$ cat src/rtl/alu_arb_pkg.sv
// Purpose: shared FSM state type and ALU operation codes for the ALU arbiter and its ALU.
// Latency: n/a (types and constants only).
// Backpressure: n/a.
package alu_arb_pkg;

    typedef enum logic [1:0] {
        IDLE = 2'd0,
        EXEC = 2'd1,
        RESP = 2'd2
    } state_t;

    localparam logic [3:0] OP_AND  = 4'd0;
    localparam logic [3:0] OP_OR   = 4'd1;
    localparam logic [3:0] OP_ADD  = 4'd2;
    localparam logic [3:0] OP_SUB  = 4'd3;
    localparam logic [3:0] OP_SLL  = 4'd4;
    localparam logic [3:0] OP_SRL  = 4'd5;
    localparam logic [3:0] OP_XOR  = 4'd6;
    localparam logic [3:0] OP_LUI  = 4'd7;
    localparam logic [3:0] OP_SRA  = 4'd8;
    localparam logic [3:0] OP_NOR  = 4'd9;
    localparam logic [3:0] OP_SLT  = 4'd10;
    localparam logic [3:0] OP_SLTU = 4'd11;

endpackage

$ cat src/rtl/alu.sv
// Purpose: 32-bit combinational ALU; op codes 12..15 are undefined and produce zero.
// Latency: combinational, zero cycles.
// Backpressure: none; result follows the inputs.
// Ports: ctrl (op code), a (SrcA, also shift amount in a[4:0]), b (SrcB), result.
module alu
    import alu_arb_pkg::*;
(
    input  logic [3:0]  ctrl,
    input  logic [31:0] a,
    input  logic [31:0] b,
    output logic [31:0] result
);

    logic [4:0] shamt;
    assign shamt = a[4:0];

    always_comb begin
        result = 32'd0;
        case (ctrl)
            OP_AND:  result = a & b;
            OP_OR:   result = a | b;
            OP_ADD:  result = a + b;
            OP_SUB:  result = a - b;
            OP_SLL:  result = b << shamt;
            OP_SRL:  result = b >> shamt;
            OP_XOR:  result = a ^ b;
            OP_LUI:  result = b << 16;
            OP_SRA:  result = $signed(b) >>> shamt;
            OP_NOR:  result = ~(a | b);
            OP_SLT:  result = {31'd0, $signed(a) < $signed(b)};
            OP_SLTU: result = {31'd0, a < b};
            default: result = 32'd0;
        endcase
    end

endmodule

$ cat src/rtl/alu_arbiter.sv
// Purpose: shares one ALU between two requesters, one operation in flight (IDLE -> EXEC -> RESP).
// Latency: accept in IDLE, result registered in EXEC, respN_valid in the following RESP cycle.
// Backpressure: RESP holds until the owner's respN_ready; requests see ready=0 while busy.
// Ports: clk, reset (async, active high); reqN_valid/ready/ctrl/a/b request side,
//        respN_valid/ready/result response side for N in {0,1}; busy = not IDLE.
// Build option: define ALU_ARB_FIXED_PRIO_EN to make port 0 always win a tie
//               (default build is round-robin on a last_grant register).
module alu_arbiter
    import alu_arb_pkg::*;
(
    input  logic        clk,
    input  logic        reset,
    input  logic        req0_valid,
    output logic        req0_ready,
    input  logic [3:0]  req0_ctrl,
    input  logic [31:0] req0_a,
    input  logic [31:0] req0_b,
    input  logic        req1_valid,
    output logic        req1_ready,
    input  logic [3:0]  req1_ctrl,
    input  logic [31:0] req1_a,
    input  logic [31:0] req1_b,
    output logic        resp0_valid,
    input  logic        resp0_ready,
    output logic [31:0] resp0_result,
    output logic        resp1_valid,
    input  logic        resp1_ready,
    output logic [31:0] resp1_result,
    output logic        busy
);

    state_t      st_q, st_d;
    logic [3:0]  ctrl_q;
    logic [31:0] a_q, b_q, result_q;
    logic        owner_q;
    logic        grant_vld, grant_id;
    logic        accept, resp_fire;
    logic [31:0] alu_dat;

    // Winner selection; only meaningful when grant_vld.
`ifdef ALU_ARB_FIXED_PRIO_EN
    always_comb begin
        grant_vld = req0_valid | req1_valid;
        grant_id  = ~req0_valid;
    end
`else
    logic last_grant_q;

    always_comb begin
        grant_vld = req0_valid | req1_valid;
        grant_id  = 1'b0;
        if (req0_valid && req1_valid)
            grant_id = ~last_grant_q;
        else if (req1_valid)
            grant_id = 1'b1;
    end

    // Reset to 1 so that port 0 wins the first tie.
    always_ff @(posedge clk or posedge reset) begin
        if (reset)
            last_grant_q <= 1'b1;
        else if (accept)
            last_grant_q <= grant_id;
    end
`endif

    // Ready implies the matching valid, so either ready means a handshake.
    assign accept    = req0_ready | req1_ready;
    assign resp_fire = owner_q ? resp1_ready : resp0_ready;

    // State register.
    always_ff @(posedge clk or posedge reset) begin
        if (reset)
            st_q <= IDLE;
        else
            st_q <= st_d;
    end

    // Next-state logic.
    always_comb begin
        st_d = st_q;
        case (st_q)
            IDLE:    if (accept) st_d = EXEC;
            EXEC:    st_d = RESP;
            RESP:    if (resp_fire) st_d = IDLE;
            default: st_d = IDLE;
        endcase
    end

    // Output logic. Ready is masked during reset so nothing is accepted while held.
    always_comb begin
        req0_ready  = 1'b0;
        req1_ready  = 1'b0;
        resp0_valid = 1'b0;
        resp1_valid = 1'b0;
        case (st_q)
            IDLE: if (!reset) begin
                req0_ready = grant_vld & ~grant_id;
                req1_ready = grant_vld &  grant_id;
            end
            RESP: begin
                resp0_valid = ~owner_q;
                resp1_valid =  owner_q;
            end
            default: ;
        endcase
    end

    assign busy = (st_q != IDLE);

    // Operand capture on accept, result capture in EXEC.
    always_ff @(posedge clk or posedge reset) begin
        if (reset) begin
            ctrl_q   <= 4'd0;
            a_q      <= 32'd0;
            b_q      <= 32'd0;
            owner_q  <= 1'b0;
            result_q <= 32'd0;
        end else begin
            if (accept) begin
                owner_q <= grant_id;
                ctrl_q  <= grant_id ? req1_ctrl : req0_ctrl;
                a_q     <= grant_id ? req1_a    : req0_a;
                b_q     <= grant_id ? req1_b    : req0_b;
            end
            if (st_q == EXEC)
                result_q <= alu_dat;
        end
    end

    alu u_alu (
        .ctrl   (ctrl_q),
        .a      (a_q),
        .b      (b_q),
        .result (alu_dat)
    );

    // Both responders see the one result register; valid tells them which owns it.
    assign resp0_result = result_q;
    assign resp1_result = result_q;

endmodule

$ cat config.mk
export PLATFORM = sky130hd
export DESIGN_NAME = alu_arbiter
export DESIGN_NICKNAME = d
export VERILOG_FILES = /design/src/rtl/alu_arb_pkg.sv /design/src/rtl/alu.sv /design/src/rtl/alu_arbiter.sv
export SDC_FILE = /design/constraint.sdc
export NUM_CORES = 1
export LEC_CHECK = 0
export ABC_AREA = 1
export ABC_CLOCK_PERIOD_IN_PS = 3200
export BUFFER_PORTS_ARGS = -buffer_cell sky130_fd_sc_hd__buf_2
export CORE_ASPECT_RATIO = 1.2
export CORE_MARGIN = 3
export CORE_UTILIZATION = 50
export CTS_CLUSTER_SIZE = 24
export DETAILED_ROUTE_END_ITERATION = 8
export GPL_TIMING_DRIVEN = 1
export HOLD_SLACK_MARGIN = 0.15
export PLACE_DENSITY = 0.73
export SYNTH_ARGS = -nofsm -noshare
export SYNTH_HDL_FRONTEND = slang
export SYNTH_SLANG_ARGS = --single-unit
$ cat constraint.sdc
create_clock -name clk -period 3.2 [get_ports clk]
set_clock_uncertainty 0.1 [all_clocks]
set_input_delay 0.64 -clock clk [delete_from_list [all_inputs] [get_ports clk]]
set_output_delay 0.64 -clock clk [all_outputs]
set_load 0.02 [all_outputs]
==> flow_summary.rst <==
.. list-table::
   :header-rows: 1

   * - Metric
     - Value
   * - Result of the run
     - complete, but fails checks
   * - Violations in the final reports
     - DRC
   * - Maximum clock rate
     - between 0.3 and 0.4 GHz
   * - Core Area
     - ~0.03 mm²
   * - Number of instances in the synthesized netlist
     - between 2000 and 3000
   * - Clock Pin Slew Worst Setup and Hold Paths
     - approximately 100 ps
   * - Number of max-slew violations in the final report
     - 0
   * - Average cell area after synthesis
     - approximately 5.4 µm²
   * - H-Tree Depth
     - 3
   * - Final antenna-violating net count
     - 0
   * - Biggest area consumer among synthesized cells
     - nand2_1
   * - Total detailed-routing wirelength
     - ~80000 µm
   * - Clock Root Buffer
     - clkbuf_16
   * - Post-detailed-route DRC marker count
     - between 80 and 90
   * - Overall via count from detail_route
     - ~21000
   * - WP buf/inv
     - 2
   * - Final net count
     - ~3200
   * - Setup Crit Path Kind
     - reg2reg
   * - Class of the tightest hold or removal check
     - in2reg
   * - First-pass GRT wire length
     - about 120000 µm
   * - Number of endpoints failing setup at the final stage
     - 0
   * - Share of synthesized registers carrying an async set or reset
     - 100.0%
   * - Number of buffers created by CTS
     - 9
   * - Max-cap viol count
     - 0
   * - Vias per cell
     - about 6.2
   * - TritonCTS clock tree
     - yes
   * - Largest buffer count on any clock path
     - 2
   * - Crit path time final
     - approximately 3000 ps
   * - Starting density of the core
     - between 50 and 60%
   * - Net count of the mapped netlist
     - about 3000
   * - Register bit count reported by yosys
     - around 100
   * - Worst relative slew slack
     - approximately two fifths
   * - Pin count of the biggest net entering global routing
     - a little over 100
   * - Most common library cell in the layout ignoring fill and taps
     - nand2_1
   * - Sequential cell area fraction in the yosys report
     - approximately 17%
   * - Leading cell types by total area after synthesis
     - nand2_1 (25%), dfrtp_1 (17%), nand3_1 (14%)
   * - Hold Vio Cnt, Final
     - 0
   * - Flip-flop cell with the highest count after synthesis
     - dfrtp_1
   * - Number of antenna violations at the first check in global routing
     - 8
   * - Routability-driven placement congestion ratio
     - about 1.2
   * - Vias in the first global route
     - 19640
   * - Category of the worst setup path launch point
     - register
   * - Die extent in y
     - between 150 and 200 µm
   * - Count of routing violations after the opening detailed-route iteration
     - ~3400
   * - Most frequent cell on the critical path
     - nand2_1
   * - Maximum fanout along the worst path
     - 9
   * - Unrepaired setup endpoints after global routing
     - no
   * - Final Cell Area
     - 0.01730 mm²
   * - Fillers
     - roughly 3100
   * - Post-placement cell area
     - 0.01695 mm²
   * - Commonest cells after routing, fill and taps aside
     - nand2_1 (1018), nand3_1 (431), inv_1 (315), nor2_1 (275), buf_2 (210)
   * - CP Data Arrival Time
     - 3250 ps
   * - TritonCTS sink count
     - ~100
   * - Skew-Pair Late Insertion Delay
     - roughly 410 ps
   * - Ratio of cells with drive above 1 in the final layout
     - between 10% and 20%
   * - Sequential Area
     - between 0.002 and 0.003 mm²
   * - Sequence of cells on the critical path
     - inv_1, ha_1, nor2_1, inv_1, nor3_1, nand2_1, nor2_1, nand2_1, nand3b_1, nand2_1, nand3_1, nand3_1, nand2_1, nand2_1
   * - Floorplan die area
     - 0.03260 mm²
   * - Port buffer count
     - 210
   * - Post-CTS setup buffer count
     - 0
   * - Cts hold-fix bufs
     - 1
   * - Area of the mapped netlist
     - 0.01523 mm²
   * - Area of combinational cells with multiple inputs
     - roughly 0.011 mm²
   * - Number of distinct library cells after synthesis
     - 40
   * - Detailed-router iteration count before antenna repair
     - 9
   * - Total of warnings raised by yosys
     - 0
   * - Width of the die
     - 165.3 µm
   * - Critical Path Max Stage Delay
     - 490 ps
   * - Leftover overflow at the end of global routing
     - 0
   * - Fraction of the cycle the final worst path needs
     - 95.08%
   * - I/O pin count
     - 211
   * - Top Family by Delay on Critical Path
     - simple AND/OR/NAND/NOR gates
   * - Critical path endpoint category
     - register
   * - Sum of negative setup slack
     - 0 ps
   * - GRT Overall Usage
     - about half
   * - Crit path required time
     - 3410 ps
   * - Measured slew at the worst slew-check pin
     - 903.1 ps
   * - CTS resizes
     - 0
   * - Routed len/inst
     - 23.76 µm
   * - Area delta synth->final
     - 13.61%
   * - Hpwl dp
     - about 64000 µm
   * - Post-synth EDFFs
     - 0
   * - Area share of the largest cell type after synthesis
     - about a quarter
   * - Critical path's slowest cell
     - nor3_1
   * - Standard-cell row count
     - between 60 and 70
worst paths after layout:
kind,start,depth (start not counted),endpoint,slack [ps]
max,b_q[17],14,resp0_result[26],160
min,req0_b[24],3,b_q[24],380
max reg2reg,b_q[17],14,resp0_result[26],160
min reg2reg,last_grant_q,2,last_grant_q,380
max in group asynchronous,reset,4,resp0_result[9],1500
min in group asynchronous,reset,3,owner_q,610
routing by layer:
layer / track usage, % / share of wire [%]
met4: 36.24 / 10
met5: 0 / 0.039
met2: 73.89 / 42
met1: 57.37 / 34
met3: 14.37 / 13
kinds of logic (layout without fill, tap and decap cells):
group | count (synthesis) | in the layout | synth area share [%]
other cells | 0 | 7 | 0
simple gates | 1812 | 1812 | 49.68
flops | 104 | 104 | 17.10
compound gates | 289 | 289 | 11.02
fa+ha+maj | 100 | 100 | 8.315
xor+xnor | 1 | 1 | 0.05752
buf+inv | 498 | 682 | 13.84
state kept, by name, summed over array words and instances, names as in the netlist:
| name | cells |
|---|---|
| a_q | 32 |
| resp0_result | 32 |
| owner_q | 1 |
| b_q | 32 |
| last_grant_q | 1 |
| st_q | 2 |
| ctrl_q | 4 |
worst register-to-register path: stages, from the launching register on:
cell      delay, ps
dfrtp_1         420
inv_1            80
ha_1            480
nor2_1          260
inv_1            80
nor3_1          490
nand2_1         290
nor2_1          160
nand2_1          90
nand3b_1        110
nand2_1          50
nand3_1          60
nand3_1          80
nand2_1         120
nand2_1          60
synth_stat cells (7+ instances only):
master	instances
nand2_1	1021
nand3_1	431
inv_1	316
nor2_1	277
dfrtp_1	103
ha_1	98
a31oi_1	75
buf_2	74
a21oi_1	72
o21ai_0	70
clkbuf_1	48
buf_4	38
nor3_1	22
o22ai_1	21
nand4_1	20
o211ai_1	18
and2_1	15
inv_2	12
o21bai_1	11
o21ai_1	9
nand3b_1	8
buf_1	7
cell type report:
class,instances,area share (%)
multi-input combinational,2202,60.89
antenna,7,0.1012
tap,390,2.820
timing repair buffer,337,12.11
clock inverter,7,0.5568
sequential,104,15.06
inverter,329,7.159
clock buffer,9,1.302
stage by stage:
stage | util (%) | hold slack (ps) | worst slack (ps) | std cells
2_1_floorplan | - | 344.0 | 665.8 | 2804
3_3_place_gp | 56.92 | 365.3 | 226.6 | 3361
3_5_place_dp | 56.92 | 368.5 | 211.5 | 3361
4_1_cts | 58.03 | 383.0 | 195.6 | 3378
5_1_grt | 58.07 | 402.5 | 27.05 | 3383
6_report | 58.09 | 379.9 | 157.5 | 3385
Power is not shown: default switching activity piles up to over one toggle a cycle in this logic, so the estimate is an artifact.
